==> config.mk <==
export PLATFORM = sky130hd
export DESIGN_NAME = pdm_mic_capture
export DESIGN_NICKNAME = d
export VERILOG_FILES = /design/src/rtl/mic_pkg.sv /design/src/rtl/cic_decimator.sv /design/src/rtl/pdm_mic_capture.sv
export SDC_FILE = /design/constraint.sdc
export NUM_CORES = 1
export LEC_CHECK = 0
export BUFFER_PORTS_ARGS = -buffer_cell sky130_fd_sc_hd__buf_2
export CORE_MARGIN = 1
export CORE_UTILIZATION = 35
export CTS_BUF_LIST = sky130_fd_sc_hd__clkbuf_8
export DETAILED_ROUTE_END_ITERATION = 7
export MAX_ROUTING_LAYER = met4
export PLACE_DENSITY = 0.53
export RECOVER_POWER = 100
export SLEW_MARGIN = 5
export SYNTH_ARGS = -nofsm -noshare
export SYNTH_HDL_FRONTEND = slang
export SYNTH_SLANG_ARGS = --single-unit
==> constraint.sdc <==
create_clock -name clk -period 12.12 [get_ports clk]
set_input_delay 2.424 -clock clk [delete_from_list [all_inputs] [get_ports clk]]
set_output_delay 2.424 -clock clk [all_outputs]
set_load 0.03 [all_outputs]
==> src/rtl/mic_pkg.sv <==
// Shared constants and types for the stereo PDM microphone capture path.
package mic_pkg;

  localparam int unsigned CIC_ORDER = 4;
  localparam int unsigned ACC_W     = 26;
  localparam int unsigned OUT_W     = 16;
  localparam int unsigned OUT_LSB   = 9;

  typedef logic signed [ACC_W-1:0] acc_t;
  typedef logic signed [OUT_W-1:0] pcm_t;

  typedef struct packed {
    pcm_t l;
    pcm_t r;
  } pcm_pair_t;

  localparam acc_t ACC_PLUS  = ACC_W'(1);
  localparam acc_t ACC_MINUS = {ACC_W{1'b1}};
  localparam pcm_t PCM_MAX   = 16'sh7FFF;
  localparam pcm_t PCM_MIN   = 16'sh8000;
  // Comb results outside [SAT_LO, SAT_HI) do not fit after dropping OUT_LSB bits
  localparam acc_t SAT_HI    = ACC_W'(1) << (OUT_LSB + OUT_W - 1);
  localparam acc_t SAT_LO    = -SAT_HI;

  function automatic pcm_t sat_pcm(input acc_t x);
    if (x >= SAT_HI) begin
      return PCM_MAX;
    end else if (x < SAT_LO) begin
      return PCM_MIN;
    end else begin
      return OUT_W'(x >>> OUT_LSB);
    end
  endfunction

endpackage

==> src/rtl/cic_decimator.sv <==
// One channel of 4th-order CIC decimation: integrators per bit, combs per dump strobe.
module cic_decimator
  import mic_pkg::*;
(
  input  logic clk,
  input  logic rst,
  input  logic bit_vld_i,
  input  logic bit_i,
  input  logic dump_i,
  output pcm_t pcm_c_o
);

  acc_t integ_q [CIC_ORDER];
  acc_t integ_d [CIC_ORDER];
  acc_t dly_q   [CIC_ORDER];
  acc_t dly_d   [CIC_ORDER];

  // Integrator cascade; wrap-around is harmless since the combs undo it exactly
  always_comb begin
    acc_t sum;
    integ_d = integ_q;
    sum     = bit_i ? ACC_PLUS : ACC_MINUS;
    for (int i = 0; i < CIC_ORDER; i++) begin
      sum = integ_q[i] + sum;
      if (bit_vld_i) integ_d[i] = sum;
    end
  end

  // Comb cascade is combinational; delays only advance on the dump strobe
  always_comb begin
    acc_t stage;
    dly_d = dly_q;
    stage = integ_q[CIC_ORDER-1];
    for (int i = 0; i < CIC_ORDER; i++) begin
      if (dump_i) dly_d[i] = stage;
      stage = stage - dly_q[i];
    end
    pcm_c_o = sat_pcm(stage);
  end

  always_ff @(posedge clk) begin
    if (rst) begin
      integ_q <= '{default: '0};
      dly_q   <= '{default: '0};
    end else begin
      integ_q <= integ_d;
      dly_q   <= dly_d;
    end
  end

endmodule

==> src/rtl/pdm_mic_capture.sv <==
// Stereo PDM microphone front end: bit clock, sampling, two CIC channels, output handshake.
module pdm_mic_capture
  import mic_pkg::*;
#(
  parameter int unsigned CLK_DIV = 16,
  parameter int unsigned DECIM   = 64
) (
  input  logic                    clk,
  input  logic                    rst,
  output logic                    pdm_clk,
  input  logic                    pdm_data,
  output logic signed [OUT_W-1:0] sample_l,
  output logic signed [OUT_W-1:0] sample_r,
  output logic                    sample_valid,
  input  logic                    sample_ready,
  output logic                    overflow
);

  localparam int unsigned DIV_W = $clog2(CLK_DIV);
  localparam int unsigned HALF  = CLK_DIV / 2;
  localparam int unsigned BIT_W = $clog2(DECIM);

  logic [DIV_W-1:0] div_cnt_q, div_cnt_d;
  logic             pdm_clk_q, pdm_clk_d;
  logic [1:0]       sync_q, sync_d;
  logic [BIT_W-1:0] bit_cnt_q, bit_cnt_d;
  logic             dec_stb_q, dec_stb_d;
  pcm_pair_t        pair_q, pair_d;
  logic             valid_q, valid_d;
  logic             ovf_q, ovf_d;

  logic left_vld_c, right_vld_c;
  pcm_t pcm_l_c, pcm_r_c;

  assign left_vld_c  = (div_cnt_q == DIV_W'(HALF - 1));
  assign right_vld_c = (div_cnt_q == DIV_W'(CLK_DIV - 1));

  cic_decimator u_cic_l (
    .clk       (clk),
    .rst       (rst),
    .bit_vld_i (left_vld_c),
    .bit_i     (sync_q[1]),
    .dump_i    (dec_stb_q),
    .pcm_c_o   (pcm_l_c)
  );

  cic_decimator u_cic_r (
    .clk       (clk),
    .rst       (rst),
    .bit_vld_i (right_vld_c),
    .bit_i     (sync_q[1]),
    .dump_i    (dec_stb_q),
    .pcm_c_o   (pcm_r_c)
  );

  always_comb begin
    div_cnt_d = right_vld_c ? '0 : div_cnt_q + DIV_W'(1);
    pdm_clk_d = (div_cnt_d < DIV_W'(HALF));
    sync_d    = {sync_q[0], pdm_data};
    bit_cnt_d = right_vld_c ? bit_cnt_q + BIT_W'(1) : bit_cnt_q;
    dec_stb_d = right_vld_c && (bit_cnt_q == BIT_W'(DECIM - 1));
    pair_d    = pair_q;
    valid_d   = valid_q;
    ovf_d     = ovf_q;

    if (valid_q && sample_ready) valid_d = 1'b0;
    // A new pair is accepted if the slot is free or being emptied this cycle
    if (dec_stb_q) begin
      if (!valid_q || sample_ready) begin
        pair_d.l = pcm_l_c;
        pair_d.r = pcm_r_c;
        valid_d  = 1'b1;
      end else begin
        ovf_d = 1'b1;
      end
    end
  end

  always_ff @(posedge clk) begin
    if (rst) begin
      div_cnt_q <= '0;
      pdm_clk_q <= 1'b0;
      sync_q    <= '0;
      bit_cnt_q <= '0;
      dec_stb_q <= 1'b0;
      pair_q    <= '0;
      valid_q   <= 1'b0;
      ovf_q     <= 1'b0;
    end else begin
      div_cnt_q <= div_cnt_d;
      pdm_clk_q <= pdm_clk_d;
      sync_q    <= sync_d;
      bit_cnt_q <= bit_cnt_d;
      dec_stb_q <= dec_stb_d;
      pair_q    <= pair_d;
      valid_q   <= valid_d;
      ovf_q     <= ovf_d;
    end
  end

  assign pdm_clk      = pdm_clk_q;
  assign sample_l     = pair_q.l;
  assign sample_r     = pair_q.r;
  assign sample_valid = valid_q;
  assign overflow     = ovf_q;

endmodule

-- After elaboration in Yosys (flattened, before gate mapping)
Index checks and enable logic that the tools add are counted.
- add/sub/neg operators: 18
- order comparisons: 5
- equality and inequality tests: 3
- multiplexer cells: 9
- bitwise operators: 1
- reduce and logical (&&, ||, !) cells: 6
- operators by type and width (operator ; number):
    $add A26 B26 Y26 ; 8
    $sub A26 B26 Y26 ; 8
    $mux W16 ; 4
    $ge A26 B26 Y1 const B ; 2
    $lt A26 B25 Y1 const B ; 2
    $mux W26 ; 1
    $add A6 B1 Y6 const B ; 1
    $eq A6 B6 Y1 const B ; 1
    $add A4 B1 Y4 const B ; 1
    $eq A4 B3 Y1 const B ; 1
    $eq A4 B4 Y1 const B ; 1
    $lt A4 B4 Y1 const B ; 1
    $mux W4 ; 1
    $reduce_and A2 Y1 ; 2
    $mux W1 ; 3
    $logic_and A1 B1 Y1 ; 2
    $logic_not A1 Y1 ; 1
    $logic_or A1 B1 Y1 ; 1
    $not A1 Y1 ; 1
- flip-flop bits (word level): 464
- input bits: 4

-- Longest topological paths before layout
Gate-level depths: netlist of run 1.
- depth in word-level cells: 7
- depth in mapped cells: 44
- gate-level depth less buffers: 43

-- Hierarchy
Synthesis of run 1 repeated with hierarchy kept, for this count alone.
- cells, all modules: 4291
- area total of the unflattened synthesis: 35469.0 um^2
- by module, submodules not included (module ; times used ; cells an instance ; area an instance (um^2) ; seq. area each (um^2)):
    cic_decimator (u_cic_r) ; 1 ; 2096 ; 17105.2 ; 4164.0
    cic_decimator (u_cic_l) ; 1 ; 1987 ; 16534.6 ; 4164.0
    pdm_mic_capture ; 1 ; 208 ; 1829.3 ; 960.9

-- Worst setup path before layout of run 1
Ideal clock, no wire load.
- path kind: register to register
- start point: register sync_q[1]
- end point: register u_cic_r.integ_q[25] (netlist bit)
- arrival time: 7.838 ns
- slack: 4.161 ns
- stages on the path, launching flop included: 36
- cell sequence: dfxtp_1 -> inv_1 -> ha_1 -> nor2b_1 -> o21ai_0 -> nand2_1 -> a21oi_1 -> o21bai_1 -> a21oi_1 -> o21ai_0 -> xnor2_1 -> ha_1 -> a21o_1 -> a21o_1 -> a21o_1 -> a21oi_1 -> o211ai_1 -> a31o_2 -> a21oi_1 -> xnor2_1 -> ha_1 -> and4_1 -> a211oi_1 -> a21boi_0 -> or3_1 -> and2_1 -> ha_1 -> o21ai_0 -> nand2b_1 -> o21a_1 -> a31oi_1 -> o21a_1 -> or4_1 -> mux2i_1 -> a211o_1 -> mux2_2
- word-level cells in the longest chain between the ends: 5
- RTL lines (what ; line ; text):
    start: declaration ; pdm_mic_capture.sv:25 ; logic [1:0] sync_q, sync_d;
    start signal: assignment ; pdm_mic_capture.sv:92 ; sync_q <= sync_d;
    $mux W26 ; cic_decimator.sv:22 ; sum = bit_i ? ACC_PLUS : ACC_MINUS;
    $add A26 B26 Y26 (4 in series) ; cic_decimator.sv:24 ; sum = integ_q[i] + sum;
    end signal: assignment ; cic_decimator.sv:46 ; integ_q <= integ_d;
    end: declaration ; cic_decimator.sv:13 ; acc_t integ_q [CIC_ORDER];
No other way between the ends.
A chain may end at the register's enable or synchronous reset.

==> flow_metrics.tcl, run 1 <==
set metrics [dict create \
    grt_pass1_vias 27700 \
    num-fill-cells 10400 \
    drv_slew 399 \
    die_h_um 318 \
    clk_pin_slew_ns 0.05 \
    avgSynthCellArea_sq_um 7.84 \
    dpl.hpwl_um 55600 \
    async_flop_share_pct 0 \
    rows 115 \
    place.gp.congestion 0.821 \
    fin_nets 4887 \
    synth_cell_type_count 80 \
    path_cells "clkbuf_1, clkbuf_1, clkbuf_1, nor4_1, a311o_1" \
    area_growth_pct 8.98 \
    startpoint_type "primary input" \
    syn_area_sq_um 35000 \
    cts_tree "done" \
    rsz0062_at_grt "false" \
    holdCritPathClass "register to register" \
    yosys_register_bits 464 \
    ant_nets 0 \
    numPortBuffers 38 \
    cts_resized 0 \
    cpPeakStageDelay_ns 2.95 \
    cap_violations 7 \
    synth_edf_count 0 \
    crit_required_ns 12.70 \
    arrival_ns 10.46 \
    timing.hold.ws_ns 0.457 \
    synth_warnings 0 \
    viasPerCell 5.07 \
    routedWlPerCell_um 13.6 \
    slew_headroom_pct -186 \
    clk_latency_ns 0.70 \
    crit_type "primary input to register" \
    die_area_sq_um 101000 \
    setup_viol 0 \
    preCtsSetupSlack_ns 3.48 \
    grt_pass1_wl_um 133000 \
    synth_seq_area_share_pct 26.5 \
    synth_fp_nets 4886 \
    finalSetupTns_ns 0 \
    crit_top_cell "clkbuf_1" \
    synth_cells 4467 \
    dpl_cell_area_sq_um 36500 \
    tightest_slew_ns 4.29 \
    status "complete, but fails checks" \
    crit_path_max_fanout 83 \
    grt_usage_pct 15.7 \
    drt_wl_total_um 79200 \
    drtIter0Drc 1409 \
    cts.sinks 464 \
    fin_area_sq_um 38100 \
    drc 0 \
    violations "max-capacitance violations, max-slew violations" \
    htreeDepth 3 \
    critical_path.slowest_cell "clkbuf_1" \
    num_vias 29500 \
    postCtsSetupBuffers 0 \
    cts_root_buffer "clkbuf_8" \
    fin_skew_ns 0.0220 \
    final_util_pct 38.6 \
    ys.flop_type "dfxtp_1" \
    finalHoldViolations 0 \
    core-area_sq_um 98700 \
    grt_overflow 0 \
    cts_buffer_depth 3 \
    seq_area_sq_um 9290 \
    multi_input_area_sq_um 23900 \
    drive_gt1_share_pct 4.17 \
    cts_buffers 89 \
    finalCritPeriodShare_pct 81.6 \
    first_pass_iters 5 \
    p_leak_nw 15.5 \
    powerDensity_nw_per_um2 160 \
    setup_ws_ns 2.23 \
    fmax_mhz 101 \
    antenna_found_initial 3 \
    fin_crit_ns 9.89 \
    peakVddDrop_v 0.000275 \
    hold_buffers 0 \
    end_kind "register" \
    start_util_pct 35.5 \
    io_pins 39 \
    grt_max_degree 142 \
    die_w_um 318 \
]
synthesized netlist by cell type, drive strengths merged (9+ instances only):
| cell | number | area share, % |
|---|---|---|
| a211oi | 63 | 1.5 |
| a21boi | 15 | 0.32 |
| a21o | 138 | 3.0 |
| a21oi | 479 | 6.9 |
| a31oi | 37 | 0.66 |
| a41oi | 10 | 0.25 |
| and2 | 27 | 0.48 |
| and3 | 42 | 0.75 |
| and4 | 13 | 0.33 |
| buf | 25 | 0.29 |
| clkbuf | 121 | 1.3 |
| dfxtp | 464 | 27 |
| fa | 15 | 0.86 |
| ha | 400 | 14 |
| inv | 322 | 3.5 |
| maj3 | 10 | 0.31 |
| mux2i | 191 | 5.5 |
| nand2 | 508 | 5.4 |
| nand2b | 31 | 0.55 |
| nand3 | 71 | 1.0 |
| nand4 | 22 | 0.39 |
| nor2 | 445 | 4.8 |
| nor2b | 54 | 0.97 |
| nor3 | 89 | 1.3 |
| nor3b | 9 | 0.19 |
| nor4 | 17 | 0.30 |
| o2111ai | 10 | 0.25 |
| o211ai | 23 | 0.49 |
| o21a | 53 | 1.1 |
| o21ai | 189 | 2.7 |
| o21bai | 52 | 1.1 |
| o31a | 12 | 0.30 |
| o31ai | 10 | 0.21 |
| or2 | 14 | 0.25 |
| or3 | 32 | 0.57 |
| xnor2 | 258 | 6.5 |
| xor2 | 82 | 2.1 |
flip-flops by register name, summed over array words and instances (netlist names):
register,flops
sample_valid,1
u_cic_l.integ_q,104
u_cic_l.dly_q,104
bit_cnt_q,6
dec_stb_q,1
sample_r,16
pdm_clk,1
div_cnt_q,4
sample_l,16
sync_q,2
overflow,1
u_cic_r.dly_q,104
u_cic_r.integ_q,104
worst max-delay path, delay by kind of cell:
kind,cells,cell delay [ns]
buffers and inverters,3,7.37
AND/OR/NAND/NOR,1,0.16
AO/OA/AOI/OAI,1,0.44
metal layers:
metal,track usage (%),share of wire (%)
met1,20.8,51
met2,24.9,44
met3,2.49,3.0
met4,4.13,2.0
met5,-,0
cells by family (layout without fill, tap and decap cells):
| logic type | Yosys count | count (layout) | synth area share, % |
|---|---|---|---|
| other cells | 0 | 1 | 0 |
| fa+ha+maj | 425 | 425 | 15.5 |
| mux | 194 | 194 | 5.56 |
| xor+xnor | 340 | 340 | 8.51 |
| buf+inv | 468 | 534 | 5.04 |
| simple gates | 1400 | 1400 | 17.9 |
| flops | 464 | 464 | 26.5 |
| compound gates | 1176 | 1176 | 21.0 |
area by class of cell:
cell class | instances | share of cell area [%]
Antenna cell | 1 | 0.00656
Clock buffer | 115 | 4.15
Clock inverter | 41 | 0.577
Inverter | 322 | 3.17
Multi-Input combinational cell | 3535 | 62.8
Sequential cell | 464 | 24.4
Tap cell | 1287 | 4.22
Timing Repair Buffer | 56 | 0.741
where the power goes:
part           switching, mW  total (mW)  internal, mW
Combinational           1.79        2.97          1.19
Sequential           0.00344        1.53          1.53
Clock                  0.727        1.59         0.867
metrics by stage:
stage	total power, mW	cells
after global placement	4.61	5664
after detailed placement	4.59	5664
after CTS	6.26	5820
after global routing	6.56	5821
after floorplan	4.01	4467
final	6.10	5821
placed cells by master, fill, tap and decap left out, types with 82 or more instances in the layout:
cell,count
nand2_1,507
a21oi_1,479
dfxtp_1,463
nor2_1,444
ha_1,400
inv_1,345
xnor2_1,258
mux2i_1,191
o21ai_0,185
a21o_1,138
clkbuf_8,115
nor3_1,89
xor2_1,82
path summary, 6_finish.rpt:
kind | slack, ns | cells past startpoint | to | start
min reg2reg | 0.46 | 1 | div_cnt_q[0] | div_cnt_q[0]
min | 0.46 | 1 | div_cnt_q[0] | div_cnt_q[0]
max reg2reg | 2.77 | 37 | sample_l[0] | u_cic_l.integ_q[0]
max | 2.23 | 5 | u_cic_l.integ_q[50] | rst
(Power assumes the default switching activity.)
==> inputs of run 2 (changes only) <==
clock period = 9.7 ns   (was 12.12 ns; I/O delays follow)
==> flow_metrics.tcl, run 2 (same netlist as run 1, synthesis figures left out) <==
set metrics [dict create \
    drc 0 \
    slew_headroom_pct -288 \
    r2r_end "sample_r[5]" \
    violations "max-capacitance violations, max-slew violations" \
    rsz0062_at_grt "false" \
    setup_ws_ns 0.946 \
    drv_slew 349 \
    r2r-start "u_cic_r.integ_q[0]" \
    cts.sinks 464 \
    die_h_um 318 \
    preCtsSetupSlack_ns 1.02 \
    postCtsSetupBuffers 0 \
    finalHoldViolations 0 \
    start_util_pct 35.5 \
    rows 115 \
    crit_type "register to register" \
    clk_pin_slew_ns 0.06 \
    finalCritPeriodShare_pct 90.2 \
    dpl.hpwl_um 55500 \
    tightest_slew_ns 5.82 \
    fin_nets 4889 \
    die_area_sq_um 101000 \
    grt_usage_pct 15.7 \
    htreeDepth 3 \
    final_util_pct 38.8 \
    grt_pass1_vias 27400 \
    numPortBuffers 38 \
    cts_resized 0 \
    holdCritPathClass "register to register" \
    cts_root_buffer "clkbuf_8" \
    arrival_ns 9.38 \
    routedWlPerCell_um 13.6 \
    viasPerCell 5.08 \
    num_vias 29600 \
    cap_violations 5 \
    critical_path.slowest_cell "or3_1" \
    cts_buffers 91 \
    r2r_slack_ns 0.95 \
    core-area_sq_um 98700 \
    ant_nets 0 \
    drtIter0Drc 1286 \
    fin_crit_ns 8.75 \
    cts_tree "done" \
    layout_common_cells "nand2_1 (507), a21oi_1 (478), dfxtp_1 (463)" \
    startpoint_type "register" \
    powerDensity_nw_per_um2 202 \
    fin_skew_ns 0.0274 \
    worstHoldStart "u_cic_r.integ_q[89]" \
    p_leak_nw 15.5 \
    grt_max_degree 160 \
    min_to "u_cic_r.integ_q[89]" \
    num-fill-cells 10500 \
    fmax_mhz 114 \
    die_w_um 318 \
    peakVddDrop_v 0.000335 \
    io_pins 39 \
    crit_required_ns 10.32 \
    crit_top_cell "a21oi_1" \
    mostFrequentLayoutCell "nand2_1" \
    hold_buffers 0 \
    grt_pass1_wl_um 133000 \
    worstHoldPathCells 2 \
    antenna_found_initial 2 \
    drt_wl_total_um 79400 \
    area_growth_pct 9.32 \
    grt_overflow 0 \
    cts_buffer_depth 3 \
    drive_gt1_share_pct 4.36 \
    finalSetupTns_ns 0 \
    first_pass_iters 7 \
    end_kind "register" \
    clk_latency_ns 0.71 \
    ff2ff_path_depth 43 \
    cpPeakStageDelay_ns 0.41 \
    crit_path_max_fanout 10 \
    status "complete, but fails checks" \
    place.gp.congestion 0.823 \
    setup_viol 0 \
]
-- run 2: layer usage --
| layer | GRT usage [%] | vias to the layer above | part of all wire (%) |
|---|---|---|---|
| li1 | - | 15700 | - |
| met1 | 21.1 | 13500 | 51 |
| met2 | 24.6 | 301 | 44 |
| met3 | 2.45 | 97 | 3.1 |
| met4 | 3.59 | 0 | 1.7 |
| met5 | - | - | 0 |
-- run 2: area by class of cell --
| cell class | count | area (sq um) | area share, % |
|---|---|---|---|
| Antenna cell | 1 | 2.50 | 0.00654 |
| Clock inverter | 43 | 273 | 0.713 |
| Clock buffer | 117 | 1610 | 4.21 |
| Sequential cell | 464 | 9290 | 24.3 |
| Tap cell | 1287 | 1610 | 4.21 |
| Multi-Input combinational cell | 3535 | 24000 | 62.7 |
| Timing Repair Buffer | 56 | 292 | 0.762 |
| Inverter | 322 | 1210 | 3.16 |
-- run 2: worst max-delay path by stage --
stage / slack (ns) / startpoint / cells past startpoint / end
after floorplan: 1.74 / sync_q[1] / 35 / u_cic_r.integ_q[25]
after global placement: 1.10 / u_cic_r.integ_q[0] / 43 / sample_r[2]
after detailed placement: 1.02 / u_cic_r.integ_q[0] / 43 / sample_r[10]
after CTS: 0.96 / u_cic_r.integ_q[0] / 43 / sample_r[8]
after global routing: 0.07 / u_cic_r.integ_q[0] / 43 / sample_r[6]
final: 0.95 / u_cic_r.integ_q[0] / 43 / sample_r[5]
-- run 2: worst max-delay path: cells and delay by family, from the launching register on --
kind	cells	cell delay, ns
AO/OA/AOI/OAI	23	4.19
XOR/XNOR	2	0.33
adder cells (fa/ha/maj)	5	1.51
buffers and inverters	3	0.42
flip-flops	1	0.33
multiplexers	1	0.21
AND/OR/NAND/NOR	9	1.66
-- run 2: report_power, final --
group	internal, mW	leakage (nW)	total (mW)	switching (mW)
clock	1.16	1.07	2.07	0.919
sequential	1.91	3.74	1.91	0.00351
combinational	1.51	10.7	3.74	2.23
total	4.58	15.5	7.73	3.15
-- run 2: per-stage QoR --
| step | cell area (sq um) | total power, mW | cells | hold WS [ns] |
|---|---|---|---|---|
| 2_1_floorplan | 35000 | 5.02 | 4467 | 0.414 |
| 3_5_place_dp | 36500 | 5.73 | 5664 | 0.451 |
| 4_1_cts | 38300 | 7.89 | 5824 | 0.459 |
| 6_report | 38300 | 7.73 | 5825 | 0.457 |
| 5_1_grt | 38300 | 8.29 | 5825 | 0.470 |
| 3_3_place_gp | 36500 | 5.74 | 5664 | 0.444 |
==> inputs of run 3 (changes only) <==
RECOVER_POWER = 25   (was 100)
==> flow_metrics.tcl, run 3 (same netlist as run 1, synthesis figures left out) <==
set metrics [dict create \
    status "complete, but fails checks" \
    violations "max-capacitance violations, max-slew violations" \
    rows 115 \
    dpl.hpwl_um 55500 \
    finalSetupTns_ns 0 \
    grt_overflow 0 \
    die_area_sq_um 101000 \
    io_pins 39 \
    grt_pass1_vias 27400 \
    timing.hold.ws_ns 0.455 \
    fin_nets 4889 \
    grt_max_degree 160 \
    startpoint_type "register" \
    area_growth_pct 9.47 \
    drt_wl_total_um 79400 \
    grt_pass1_wl_um 133000 \
    viasPerCell 5.07 \
    cts.sinks 464 \
    place.gp.congestion 0.823 \
    clk_latency_ns 0.70 \
    grt_usage_pct 15.7 \
    htreeDepth 3 \
    p_leak_nw 15.7 \
    layout_common_cells "nand2_1 (507), a21oi_1 (478), dfxtp_1 (463)" \
    finalHoldViolations 0 \
    postCtsSetupBuffers 0 \
    drtIter0Drc 1344 \
    crit_type "register to register" \
    power_mw 7.81 \
    arrival_ns 9.33 \
    crit_path_max_fanout 10 \
    cap_violations 5 \
    hold_buffers 0 \
    rsz0062_at_grt "false" \
    powerDensity_nw_per_um2 204 \
    drv_slew 349 \
    drive_gt1_share_pct 5.29 \
    cts_buffers 91 \
    setup_viol 0 \
    clk_pin_slew_ns 0.06 \
    fin_crit_ns 8.71 \
    cts_tree "done" \
    slew_headroom_pct -293 \
    antenna_found_initial 2 \
    fmax_mhz 115 \
    num-fill-cells 10500 \
    numPortBuffers 38 \
    start_util_pct 35.5 \
    routedWlPerCell_um 13.6 \
    peakVddDrop_v 0.000349 \
    holdCritPathClass "register to register" \
    tightest_slew_ns 5.89 \
    end_kind "register" \
    drc 0 \
    die_w_um 318 \
    first_pass_iters 6 \
    cts_buffer_depth 3 \
    crit_top_cell "a21oi_1" \
    num_vias 29500 \
    core-area_sq_um 98700 \
    cts_root_buffer "clkbuf_8" \
    mostFrequentLayoutCell "nand2_1" \
    fin_skew_ns 0.0266 \
    finalCritPeriodShare_pct 89.8 \
    cts_resized 0 \
    critical_path.slowest_cell "or3_1" \
    ant_nets 0 \
    die_h_um 318 \
    crit_required_ns 10.32 \
    cpPeakStageDelay_ns 0.41 \
]
## run 3: through the flow
stage	setup WS (ns)	instance area (sq um)	utilization, %	std cells
5_1_grt	0.106	38300	38.8	5825
6_report	0.992	38300	38.8	5825
2_1_floorplan	1.74	35000	-	4467
3_5_place_dp	1.02	36500	36.9	5664
3_3_place_gp	1.10	36500	36.9	5664
4_1_cts	0.964	38300	38.8	5824
## run 3: layout make-up
| cell class | count | area [sq um] | share of cell area, % |
|---|---|---|---|
| diodes | 1 | 2.50 | 0.00653 |
| clock buffers | 117 | 1610 | 4.20 |
| clock inverters | 43 | 273 | 0.712 |
| inverters | 322 | 1210 | 3.15 |
| multi-input cells | 3535 | 24000 | 62.6 |
| flip-flops and latches | 464 | 9290 | 24.2 |
| well taps | 1287 | 1610 | 4.20 |
| repair buffers | 56 | 335 | 0.875 |
## run 3: routing by layer
layer / vias to the layer above / GRT usage [%] / part of all wire [%]
met5: - / - / 0
met4: 0 / 3.59 / 1.7
met3: 96 / 2.45 / 3.1
met2: 295 / 24.6 / 44
met1: 13500 / 21.1 / 51
li1: 15700 / - / -
## run 3: final timing paths
| kind | start | end | slack (ns) | cells past startpoint |
|---|---|---|---|---|
| worst max-delay path | u_cic_r.integ_q[0] | sample_r[5] | 0.99 | 43 |
| worst min-delay path | div_cnt_q[0] | div_cnt_q[0] | 0.46 | 1 |
| worst max register to register | u_cic_r.integ_q[0] | sample_r[5] | 0.99 | 43 |
| worst min register to register | div_cnt_q[0] | div_cnt_q[0] | 0.46 | 1 |
## run 3: worst max-delay path: cells and delay by family, from the launching register on
kind	cells	cell delay, ns
XOR/XNOR	2	0.33
flip-flops	1	0.33
adder cells (fa/ha/maj)	5	1.50
buffers and inverters	3	0.42
multiplexers	1	0.21
AO/OA/AOI/OAI	23	4.18
AND/OR/NAND/NOR	9	1.64
## run 3: power breakdown
group | switching, mW | internal, mW | leakage (nW)
clock network | 0.918 | 1.16 | 1.07
registers | 0.00349 | 1.91 | 3.74
logic | 2.25 | 1.57 | 10.9
